`config.mk`:
```
export PLATFORM = sky130hd
export DESIGN_NAME = integer_seven_segment_display_driver
export DESIGN_NICKNAME = d
export VERILOG_FILES = /design/src/rtl/seven_segment_pkg.sv /design/src/rtl/binary_to_bcd.sv /design/src/rtl/integer_seven_segment_display_driver.sv
export SDC_FILE = /design/constraint.sdc
export NUM_CORES = 1
export LEC_CHECK = 0
export ABC_AREA = 1
export ABC_CLOCK_PERIOD_IN_PS = 2000
export CAP_MARGIN = 5
export CORE_MARGIN = 10
export CORE_UTILIZATION = 40
export CTS_CLUSTER_DIAMETER = 30
export CTS_CLUSTER_SIZE = 28
export DETAILED_ROUTE_END_ITERATION = 10
export PLACE_DENSITY = 0.61
export SYNTH_ARGS = -nofsm -noshare
export SYNTH_HDL_FRONTEND = slang
export SYNTH_SLANG_ARGS = --single-unit
export TNS_END_PERCENT = 30
```
`constraint.sdc`:
```
create_clock -name i_clk -period 2 [get_ports i_clk]
set_input_delay 0.2 -clock i_clk [delete_from_list [all_inputs] [get_ports i_clk]]
set_output_delay 0.2 -clock i_clk [all_outputs]
set_load 0.03 [all_outputs]
```
`src/rtl/seven_segment_pkg.sv`:
```
// Shared definitions for the integer seven-segment display driver:
// conversion FSM states, segment bit order and common-anode glyphs.
package seven_segment_pkg;

    // Conversion FSM states.
    typedef enum logic [1:0] {
        ST_IDLE    = 2'd0,
        ST_CONVERT = 2'd1,
        ST_COMMIT  = 2'd2
    } conv_state_t;

    // Segment vector bit order is {dp,g,f,e,d,c,b,a}; dp sits in the MSB.
    localparam int SEG_WIDTH  = 8;
    localparam int SEG_DP_BIT = 7;

    // Active-low glyphs for a common-anode display (0 = segment lit).
    localparam logic [SEG_WIDTH-1:0] GLYPH_0     = 8'hC0;
    localparam logic [SEG_WIDTH-1:0] GLYPH_1     = 8'hF9;
    localparam logic [SEG_WIDTH-1:0] GLYPH_2     = 8'hA4;
    localparam logic [SEG_WIDTH-1:0] GLYPH_3     = 8'hB0;
    localparam logic [SEG_WIDTH-1:0] GLYPH_4     = 8'h99;
    localparam logic [SEG_WIDTH-1:0] GLYPH_5     = 8'h92;
    localparam logic [SEG_WIDTH-1:0] GLYPH_6     = 8'h82;
    localparam logic [SEG_WIDTH-1:0] GLYPH_7     = 8'hF8;
    localparam logic [SEG_WIDTH-1:0] GLYPH_8     = 8'h80;
    localparam logic [SEG_WIDTH-1:0] GLYPH_9     = 8'h90;
    localparam logic [SEG_WIDTH-1:0] GLYPH_BLANK = 8'hFF;
    localparam logic [SEG_WIDTH-1:0] GLYPH_DASH  = 8'hBF;

    // Map a BCD nibble to its glyph; non-decimal codes render blank.
    function automatic logic [SEG_WIDTH-1:0] glyph_of(input logic [3:0] nibble);
        logic [SEG_WIDTH-1:0] g;
        case (nibble)
            4'd0:    g = GLYPH_0;
            4'd1:    g = GLYPH_1;
            4'd2:    g = GLYPH_2;
            4'd3:    g = GLYPH_3;
            4'd4:    g = GLYPH_4;
            4'd5:    g = GLYPH_5;
            4'd6:    g = GLYPH_6;
            4'd7:    g = GLYPH_7;
            4'd8:    g = GLYPH_8;
            4'd9:    g = GLYPH_9;
            default: g = GLYPH_BLANK;
        endcase
        return g;
    endfunction

    // 10^n, evaluated at elaboration time for the overflow threshold.
    function automatic logic [63:0] pow10(input int n);
        logic [63:0] p;
        p = 64'd1;
        for (int i = 0; i < n; i++) begin
            p = p * 64'd10;
        end
        return p;
    endfunction

endpackage

```
`src/rtl/binary_to_bcd.sv`:
```
// Sequential shift-and-add-3 binary to BCD converter.
// Handshake: i_start is honoured only in IDLE (o_busy low); o_done pulses
// for the single COMMIT cycle, during which o_bcd and o_overflow are valid.
// Values at or above 10^digits skip conversion and commit with o_overflow set.
module binary_to_bcd
    import seven_segment_pkg::*;
#(
    parameter int value_width = 14,
    parameter int digits      = 4
) (
    input  logic                   i_clk,
    input  logic                   i_reset,
    input  logic                   i_start,
    input  logic [value_width-1:0] i_value,
    output logic                   o_busy,
    output logic                   o_done,
    output logic [4*digits-1:0]    o_bcd,
    output logic                   o_overflow,
    output logic [1:0]             o_state
);

    localparam int                BCD_W     = 4 * digits;
    localparam int                ITER_W    = $clog2(value_width + 1);
    localparam logic [63:0]       LIMIT     = pow10(digits);
    localparam logic [ITER_W-1:0] LAST_ITER = ITER_W'(value_width - 1);

    conv_state_t            r_state;
    conv_state_t            w_state_next;
    logic [value_width-1:0] r_bin;
    logic [BCD_W-1:0]       r_bcd;
    logic [BCD_W-1:0]       w_bcd_adj;
    logic [ITER_W-1:0]      r_iter;
    logic                   r_ovf;
    logic                   w_too_big;
    logic                   w_last_iter;

    assign w_too_big   = (64'(i_value) >= LIMIT);
    assign w_last_iter = (r_iter == LAST_ITER);

    // State register.
    always_ff @(posedge i_clk or negedge i_reset) begin
        if (!i_reset) begin
            r_state <= ST_IDLE;
        end else begin
            r_state <= w_state_next;
        end
    end

    // Next-state logic: out-of-range values bypass the shift loop.
    always_comb begin
        w_state_next = r_state;
        case (r_state)
            ST_IDLE: begin
                if (i_start) begin
                    w_state_next = w_too_big ? ST_COMMIT : ST_CONVERT;
                end
            end
            ST_CONVERT: begin
                if (w_last_iter) begin
                    w_state_next = ST_COMMIT;
                end
            end
            ST_COMMIT: w_state_next = ST_IDLE;
            default:   w_state_next = ST_IDLE;
        endcase
    end

    // FSM outputs decoded from the current state.
    always_comb begin
        o_busy  = (r_state != ST_IDLE);
        o_done  = (r_state == ST_COMMIT);
        o_state = r_state;
    end

    // Add 3 to every nibble >= 5 so the following shift carries correctly.
    always_comb begin
        w_bcd_adj = r_bcd;
        for (int i = 0; i < digits; i++) begin
            if (r_bcd[4*i +: 4] >= 4'd5) begin
                w_bcd_adj[4*i +: 4] = r_bcd[4*i +: 4] + 4'd3;
            end
        end
    end

    // Datapath: capture on start, then shift {bcd, bin} left once per cycle.
    always_ff @(posedge i_clk or negedge i_reset) begin
        if (!i_reset) begin
            r_bin  <= '0;
            r_bcd  <= '0;
            r_iter <= '0;
            r_ovf  <= 1'b0;
        end else begin
            case (r_state)
                ST_IDLE: begin
                    if (i_start) begin
                        r_bin  <= i_value;
                        r_bcd  <= '0;
                        r_iter <= '0;
                        r_ovf  <= w_too_big;
                    end
                end
                ST_CONVERT: begin
                    r_bcd  <= {w_bcd_adj[BCD_W-2:0], r_bin[value_width-1]};
                    r_bin  <= {r_bin[value_width-2:0], 1'b0};
                    r_iter <= r_iter + ITER_W'(1);
                end
                default: begin
                end
            endcase
        end
    end

    assign o_bcd      = r_bcd;
    assign o_overflow = r_ovf;

endmodule

```
`src/rtl/integer_seven_segment_display_driver.sv`:
```
// Integer to multiplexed common-anode seven-segment display driver.
// Holds the display register, the free-running digit scanner, leading-zero
// blanking and glyph decode; conversion is delegated to binary_to_bcd.
// Load handshake: i_load is a one-cycle strobe accepted only while o_busy
// is low; strobes seen while o_busy is high are discarded.
module integer_seven_segment_display_driver
    import seven_segment_pkg::*;
#(
    parameter int digits       = 4,
    parameter int value_width  = 14,
    parameter int digit_period = 100000
) (
    input  logic                   i_clk,
    input  logic                   i_reset,
    input  logic [value_width-1:0] i_value,
    input  logic                   i_load,
    output logic                   o_busy,
    output logic                   o_overflow,
    output logic [digits-1:0]      o_anode,
    output logic [7:0]             o_segment,
    output logic [1:0]             o_dbg_state
);

    localparam int                BCD_W    = 4 * digits;
    localparam int                IDX_W    = (digits > 1) ? $clog2(digits) : 1;
    localparam int                CNT_W    = (digit_period > 1) ? $clog2(digit_period) : 1;
    localparam logic [IDX_W-1:0]  LAST_IDX = IDX_W'(digits - 1);
    localparam logic [CNT_W-1:0]  LAST_CNT = CNT_W'(digit_period - 1);

    logic                 w_busy;
    logic                 w_done;
    logic [BCD_W-1:0]     w_bcd;
    logic                 w_bcd_ovf;
    logic [1:0]           w_conv_state;

    logic [BCD_W-1:0]     r_display;
    logic                 r_overflow;
    logic [CNT_W-1:0]     r_scan_cnt;
    logic [IDX_W-1:0]     r_idx;
    logic [digits-1:0]    r_anode;
    logic [SEG_WIDTH-1:0] r_segment;

    logic [BCD_W-1:0]     w_disp_next;
    logic                 w_ovf_next;
    logic                 w_scan_tc;
    logic [IDX_W-1:0]     w_idx_next;
    logic [3:0]           w_nibble;
    logic                 w_blank;
    logic [SEG_WIDTH-1:0] w_seg_next;
    logic [digits-1:0]    w_anode_next;

    binary_to_bcd #(
        .value_width (value_width),
        .digits      (digits)
    ) u_binary_to_bcd (
        .i_clk      (i_clk),
        .i_reset    (i_reset),
        .i_start    (i_load),
        .i_value    (i_value),
        .o_busy     (w_busy),
        .o_done     (w_done),
        .o_bcd      (w_bcd),
        .o_overflow (w_bcd_ovf),
        .o_state    (w_conv_state)
    );

    // Next display contents: replaced only on the COMMIT cycle.
    always_comb begin
        w_disp_next = r_display;
        w_ovf_next  = r_overflow;
        if (w_done) begin
            w_disp_next = w_bcd_ovf ? '0 : w_bcd;
            w_ovf_next  = w_bcd_ovf;
        end
    end

    // Next digit index: advance at the scan terminal count, wrapping to 0.
    always_comb begin
        w_scan_tc  = (r_scan_cnt == LAST_CNT);
        w_idx_next = r_idx;
        if (w_scan_tc) begin
            w_idx_next = (r_idx == LAST_IDX) ? '0 : r_idx + IDX_W'(1);
        end
    end

    // Glyph for the digit lit next cycle, from the next display contents so
    // a commit and a digit advance on the same edge stay consistent.
    always_comb begin
        w_nibble = w_disp_next[4*w_idx_next +: 4];
        // A digit above 0 is blanked unless some nibble at or above it is non-zero.
        w_blank  = (w_idx_next != '0);
        for (int i = 0; i < digits; i++) begin
            if ((i >= int'(w_idx_next)) && (w_disp_next[4*i +: 4] != 4'd0)) begin
                w_blank = 1'b0;
            end
        end
        if (w_ovf_next) begin
            w_seg_next = GLYPH_DASH;
        end else if (w_blank) begin
            w_seg_next = GLYPH_BLANK;
        end else begin
            w_seg_next = glyph_of(w_nibble);
        end
        w_seg_next[SEG_DP_BIT] = 1'b1;
        w_anode_next = ~(digits'(1) << w_idx_next);
    end

    // Display register and overflow flag.
    always_ff @(posedge i_clk or negedge i_reset) begin
        if (!i_reset) begin
            r_display  <= '0;
            r_overflow <= 1'b0;
        end else begin
            r_display  <= w_disp_next;
            r_overflow <= w_ovf_next;
        end
    end

    // Free-running scan counter and digit index.
    always_ff @(posedge i_clk or negedge i_reset) begin
        if (!i_reset) begin
            r_scan_cnt <= '0;
            r_idx      <= '0;
        end else begin
            r_scan_cnt <= w_scan_tc ? '0 : r_scan_cnt + CNT_W'(1);
            r_idx      <= w_idx_next;
        end
    end

    // Anode and segment registered together so they switch on the same edge.
    always_ff @(posedge i_clk or negedge i_reset) begin
        if (!i_reset) begin
            r_anode   <= '1;
            r_segment <= GLYPH_BLANK;
        end else begin
            r_anode   <= w_anode_next;
            r_segment <= w_seg_next;
        end
    end

    assign o_busy      = w_busy;
    assign o_overflow  = r_overflow;
    assign o_anode     = r_anode;
    assign o_segment   = r_segment;
    assign o_dbg_state = w_conv_state;

endmodule

```
# == Word level (Yosys, flattened, before mapping) ==
# Memory sizes are Yosys's and may differ from the RTL's.
# Cells that the tools add are included.
# word_totals
regBits,84
latchBits,0
mem_bits_rw,0
rom_bits,112
in_bits,17
word_cells,77
memories,1
# classes
n_addsub,7
n_mul,0
div,0
magnitude_cmp,8
eq_ne,7
shifts,2
n_mux,26
n_bitwise,1
reduce_logical,14
# memory_table
memory,words,word_bits,read_ports,rd_clocked_by_memory_dff,write_ports,line_no,rtl
(no name shown),16,7,1,0,0,seven_segment_pkg.sv:33,case (nibble)
# ops
operator,n
2-to-1 mux 16 bit,3
case mux 16 bit (2 select lines),1
case mux 14 bit (2 select lines),1
"adder 17 x 1 -> 17 bit, second input constant",1
"== test 17 bit, second input constant",1
2-to-1 mux 17 bit,1
"greater-or-equal comparator 4 x 3 -> 1 bit, second input constant",4
2-to-1 mux 4 bit,4
nonzero test 4 bit,4
indexed part select 16 x 5 -> 4 bit,1
"greater-or-equal comparator 14 bit, second input constant",1
2-to-1 mux 14 bit,1
2-to-1 mux 7 bit,2
"adder 4 x 2 -> 4 bit, second input constant",3
2-to-1 mux 2 bit,5
case mux 4 bit (2 select lines),1
AND reduction 2 bit,3
nonzero test 2 bit,3
2-to-1 mux 1 bit,5
"adder 4 x 1 -> 4 bit, second input constant",1
"== test 2 bit, second input constant",2
"== test 4 bit, second input constant",1
"greater-or-equal comparator 1 x 2 -> 1 bit, first input constant",2
NOT 4 bit,1
other kinds (11),13

# == Depth between registers and ports, before layout ==
# depth
ltp_word,11
ltp_mapped,17

# == Hierarchy ==
# Synthesis repeated with hierarchy kept, for this count alone.
# hier_totals
hier_cells,526
area_unflattened_um2,4554.4
# modules_own_cells
module,instances,cells_each,area_each_um2,seq_area_each_um2
integer_seven_segment_display_driver,1,289,2498.6,1189.9
binary_to_bcd,1,237,2055.7,925.9

# == Worst setup path before layout ==
# OpenSTA, ideal clock, no wires.
# synth_path
path_type,register to register
start,"register u_binary_to_bcd.r_state[1], in the netlist u_binary_to_bcd.o_state[1]"
end,"register r_segment[1], in the netlist o_segment[1]"
setup_time_ns,0.061
arrival_ns,1.846
required_ns,1.939
slack_ns,0.093
stages_incl_launch_ff,11
path_buffers,1
path_cell_list,dfrtp_1 -> nand2_2 -> buf_2 -> nand2_1 -> a21boi_0 -> nand2_1 -> o31ai_1 -> nand3_1 -> nand2_2 -> nor2_4 -> nand2_1
# synth_between
elab_chain_cells,10
word_cells_on_any_way,18
# synth_lines
item,line_no,rtl
start: declaration,binary_to_bcd.sv:27,conv_state_t r_state;
start signal: assignment,binary_to_bcd.sv:45,r_state <= w_state_next;
== test 2 bit *,binary_to_bcd.sv:71,o_done = (r_state == ST_COMMIT);
"parallel branches: the longest is 8 deep, another holds memory (16 x 7 bit)",n/a,
2-to-1 mux 7 bit *,integer_seven_segment_display_driver.sv:97,if (w_ovf_next) begin
net w_seg_next[1],integer_seven_segment_display_driver.sv:49,logic [SEG_WIDTH-1:0] w_seg_next;
end signal: assignment,integer_seven_segment_display_driver.sv:137,r_segment <= w_seg_next;
end: declaration,integer_seven_segment_display_driver.sv:41,logic [SEG_WIDTH-1:0] r_segment;
# Mark *: on every way through the listed nets, which the timed path passes.
# A chain may end at the register's enable or synchronous reset.

# == Worst setup path in the final report ==
# layout_path
start,register r_scan_cnt[0]
end,"register r_segment[6], in the netlist o_segment[6]"
# layout_between
elab_chain_cells,10
word_cells_on_any_way,17
# layout_lines
item,line_no,rtl
start: declaration,integer_seven_segment_display_driver.sv:38,logic [CNT_W-1:0] r_scan_cnt;
start signal: assignment,integer_seven_segment_display_driver.sv:125,r_scan_cnt <= w_scan_tc ? '0 : r_scan_cnt + CNT_W'(1);
== test 17 bit *,integer_seven_segment_display_driver.sv:79,w_scan_tc = (r_scan_cnt == LAST_CNT);
2-to-1 mux 2 bit *,integer_seven_segment_display_driver.sv:81,if (w_scan_tc) begin
"parallel branches: the longest is 6 deep, another holds memory (16 x 7 bit)",n/a,
2-to-1 mux 7 bit *,integer_seven_segment_display_driver.sv:99,end else if (w_blank) begin
2-to-1 mux 7 bit *,integer_seven_segment_display_driver.sv:97,
net w_seg_next[6],integer_seven_segment_display_driver.sv:49,
# Marked as above.

==> impl_metrics.json <==
{
  "worst_slack_ns": -0.0627,
  "tritoncts": "done",
  "cts.reportedPaths.clkPinSlew_ns": 0.09,
  "detail_route.wl_per_cell_um": 14.1,
  "rr_worst_depth": 15,
  "synth.net_count": 520,
  "yosys_warnings": 0,
  "num-nets-final": 593,
  "critical_path.max_stage_delay_ns": 0.36,
  "core_sq_mm": 0.0103,
  "drv_slew": 0,
  "grt_pass1_wl_mm": 16.1,
  "num-fill-cells": 927,
  "areaGrowthSynthToFinish_pct": 25.3,
  "path_delay_family": "simple AND/OR/NAND/NOR gates",
  "setup-tns-final_ns": -0.288,
  "rsz0062_at_grt": "true",
  "multi_input_area_sq_mm": 0.00188,
  "use_met3_pct": 3.12,
  "skew_ns": 0.0161,
  "async_flop_share_pct": 100,
  "antenna_cells": 0,
  "drive_gt1_share_pct": 20.7,
  "synth_top_area_share_pct": 43.2,
  "drt_first_iter_violations": 240,
  "ir_worst_vdd_mv": 0.931,
  "worstPathRequired_ns": 2.29,
  "cp-startpoint": "r_scan_cnt[0]$_DFF_PN0_",
  "min_path_type": "in -> async",
  "r2r-end": "o_segment[6]$_DFF_PN1_",
  "grt.busiest_layer": "met2",
  "tightest_slew_ns": 0.522,
  "slew-limit-headroom_pct": 64.9,
  "antenna_found_initial": 0,
  "grt_pass1_vias": 3394,
  "drv_cap": 0,
  "synth.yosys.seq_area_share_pct": 50.0,
  "arrival_ns": 2.35,
  "synth_top_area_cell": "dfrtp_1",
  "ys_ff_latch": 84,
  "synth_cells": 491,
  "finalCriticalPeriod_ns": 2.06,
  "outcome": "complete, but fails checks",
  "place_ws_ns": -0.0891,
  "die_area_sq_mm": 0.0151,
  "start_kind": "flip-flop",
  "critPathCaptureType": "flip-flop",
  "synth_flop_cell": "dfrtp_1",
  "layout_commonest_cell": "nand2_1",
  "drt_pass1_iterations": 4,
  "drtAntennaViolNets": 0,
  "grt_max_degree": 40,
  "clockBufferDepth": 2,
  "dp_hpwl_mm": 7.20,
  "seq_area_sq_mm": 0.00212,
  "cp_cell_sequence": "ha_2 > nand2_2 > nor2_4 > nand3_2 > nor2_4 > nand3_4 > nand2_8 > buf_6 > nand2_2 > o21ai_2 > nand2_1 > nand2_2 > o21ai_2 > buf_4 > a21oi_2",
  "ioPinCount": 33,
  "p_per_area_mw_per_mm2": 1290,
  "rr_startpoint": "r_scan_cnt[0]$_DFF_PN0_",
  "p_leak_nw": 2.62,
  "grt.total_usage_pct": 13.2,
  "setup-violations-final": 7,
  "die_x_um": 123,
  "crit_top_cell": "nand2_2",
  "synth.distinct_cells": 45,
  "crit_path_max_fanout": 7,
  "start_util_pct": 41.0,
  "die_y_um": 123,
  "rrSetupSlack_ns": -0.06,
  "vias_per_cell": 5.06,
  "worstSetupPathType": "reg -> reg",
  "wirelength_mm": 9.93,
  "cts_inserted_buffers": 9,
  "vias": 3567,
  "hold_slack_ns": 0.286,
  "portBuffers": 31,
  "min_period_over_period_pct": 103,
  "grt_overflow_total": 0,
  "hold_viol": 0,
  "clk_latency_ns": 0.35,
  "met1_usage_pct": 17.8,
  "critical_path_buf_inv_count": 2,
  "synth_area_per_cell_sq_um": 8.62,
  "synth_edf_count": 0,
  "cts_max_level": 3,
  "synthTopCellsByArea": "dfrtp_1 43%, nand2_1 8.8%, inv_1 7.0%, dfstp_2 6.8%, nand3_1 4.7%",
  "syn_area_sq_mm": 0.00423,
  "mostFrequentLayoutCells": "94 x nand2_1, 78 x inv_1, 73 x dfrtp_1, 36 x buf_4, 34 x nand3_1",
  "cp_slowest_cell": "dfrtp_1",
  "clkSinkCount": 84,
  "cp-endpoint": "o_segment[6]$_DFF_PN1_",
  "gp_congestion": 0.885,
  "row_count": 37,
  "drc_errors": 0,
  "root_buffer": "clkbuf_8",
  "grtUsageMet2_pct": 19.7,
  "max_freq_mhz": 485,
  "critical_path_depth": 15,
  "violations": "negative setup slack"
}
==> power by group <==
group	internal (mW)	switching, mW
registers	2.28	0.293
clock network	0.584	0.650
logic	1.15	1.89
total	4.02	2.83
==> state kept, by name (all words and copies together) (netlist names) <==
name / count
r_display: 16
r_scan_cnt: 17
u_binary_to_bcd.o_state: 2
o_anode: 4
o_segment: 7
u_binary_to_bcd.o_bcd: 16
r_idx: 2
u_binary_to_bcd.r_iter: 4
u_binary_to_bcd.r_bin: 14
u_binary_to_bcd.o_overflow: 1
o_overflow: 1
==> metrics by stage <==
stage / power, mW / area, sq um / instances / utilization (%)
after global routing: 7.41 / 5300 / 705 / 51.3
after floorplan: 4.51 / 4230 / 491 / -
after detailed placement: 5.49 / 4900 / 679 / 47.4
after CTS: 6.80 / 5140 / 699 / 49.8
final: 6.86 / 5300 / 705 / 51.3
after global placement: 5.41 / 4900 / 679 / 47.4
==> layer usage <==
metal | routed length [um] | share of wire, %
met4 | 116 | 1.2
met3 | 517 | 5.2
met5 | 0 | 0
met1 | 4570 | 46
met2 | 4730 | 48
==> how the worst min path moves through the flow <==
stage / cells past startpoint / startpoint / slack (ns) / to
2_1_floorplan: 0 / i_reset / -0.1 / o_overflow$_DFF_PN0_
3_3_place_gp: 1 / i_reset / 0.13 / r_scan_cnt[16]$_DFF_PN0_
3_5_place_dp: 1 / i_reset / 0.14 / r_scan_cnt[16]$_DFF_PN0_
5_1_grt: 2 / i_reset / 0.30 / r_scan_cnt[16]$_DFF_PN0_
4_1_cts: 2 / i_reset / 0.29 / r_scan_cnt[16]$_DFF_PN0_
6_report: 2 / i_reset / 0.29 / r_scan_cnt[16]$_DFF_PN0_
==> synth_stat cells, drive strengths merged (2+ instances only) <==
master and instances:
o21a 2, a21boi 4, nand3 43, nand4 5
dfrtp 73, o32ai 3, inv 82, buf 3
xor2 7, o21ai 43, ha 12, clkbuf 6
o22ai 6, nand2 112, nor3 5, a21oi 9
dfstp 11, nor4 2, o221ai 2, a22oi 15
nor2 36
==> final cells by class <==
cell class / count / area share (%)
timing repair buffer: 70 / 11.8
clock buffer: 9 / 2.34
sequential: 84 / 39.9
multi-input combinational: 316 / 35.4
clock inverter: 7 / 1.42
tap: 136 / 3.21
inverter: 83 / 5.88
==> kinds of logic after synthesis <==
group / after synthesis / share of synthesized area, %
mux: 1 / 0.237
other cells: 1 / 0.0886
buf+inv: 92 / 8.55
flops: 84 / 50.0
fa+ha+maj: 12 / 3.55
compound gates: 90 / 13.5
xor+xnor: 7 / 1.45
simple gates: 204 / 22.6
==> repair_timing <==
| item | 4_1_cts | 5_1_grt |
|---|---|---|
| resized for setup | 3 | 29 |
| endpoints found under the hold margin | 23 | 0 |
| setup endpoints to repair | 7 | 15 |
| buffers inserted | 3 | 5 |
| pin swaps | 2 | 3 |
| cloned | 0 | 1 |
| hold buffers | 1 | 0 |
(Power assumes the default switching activity.)
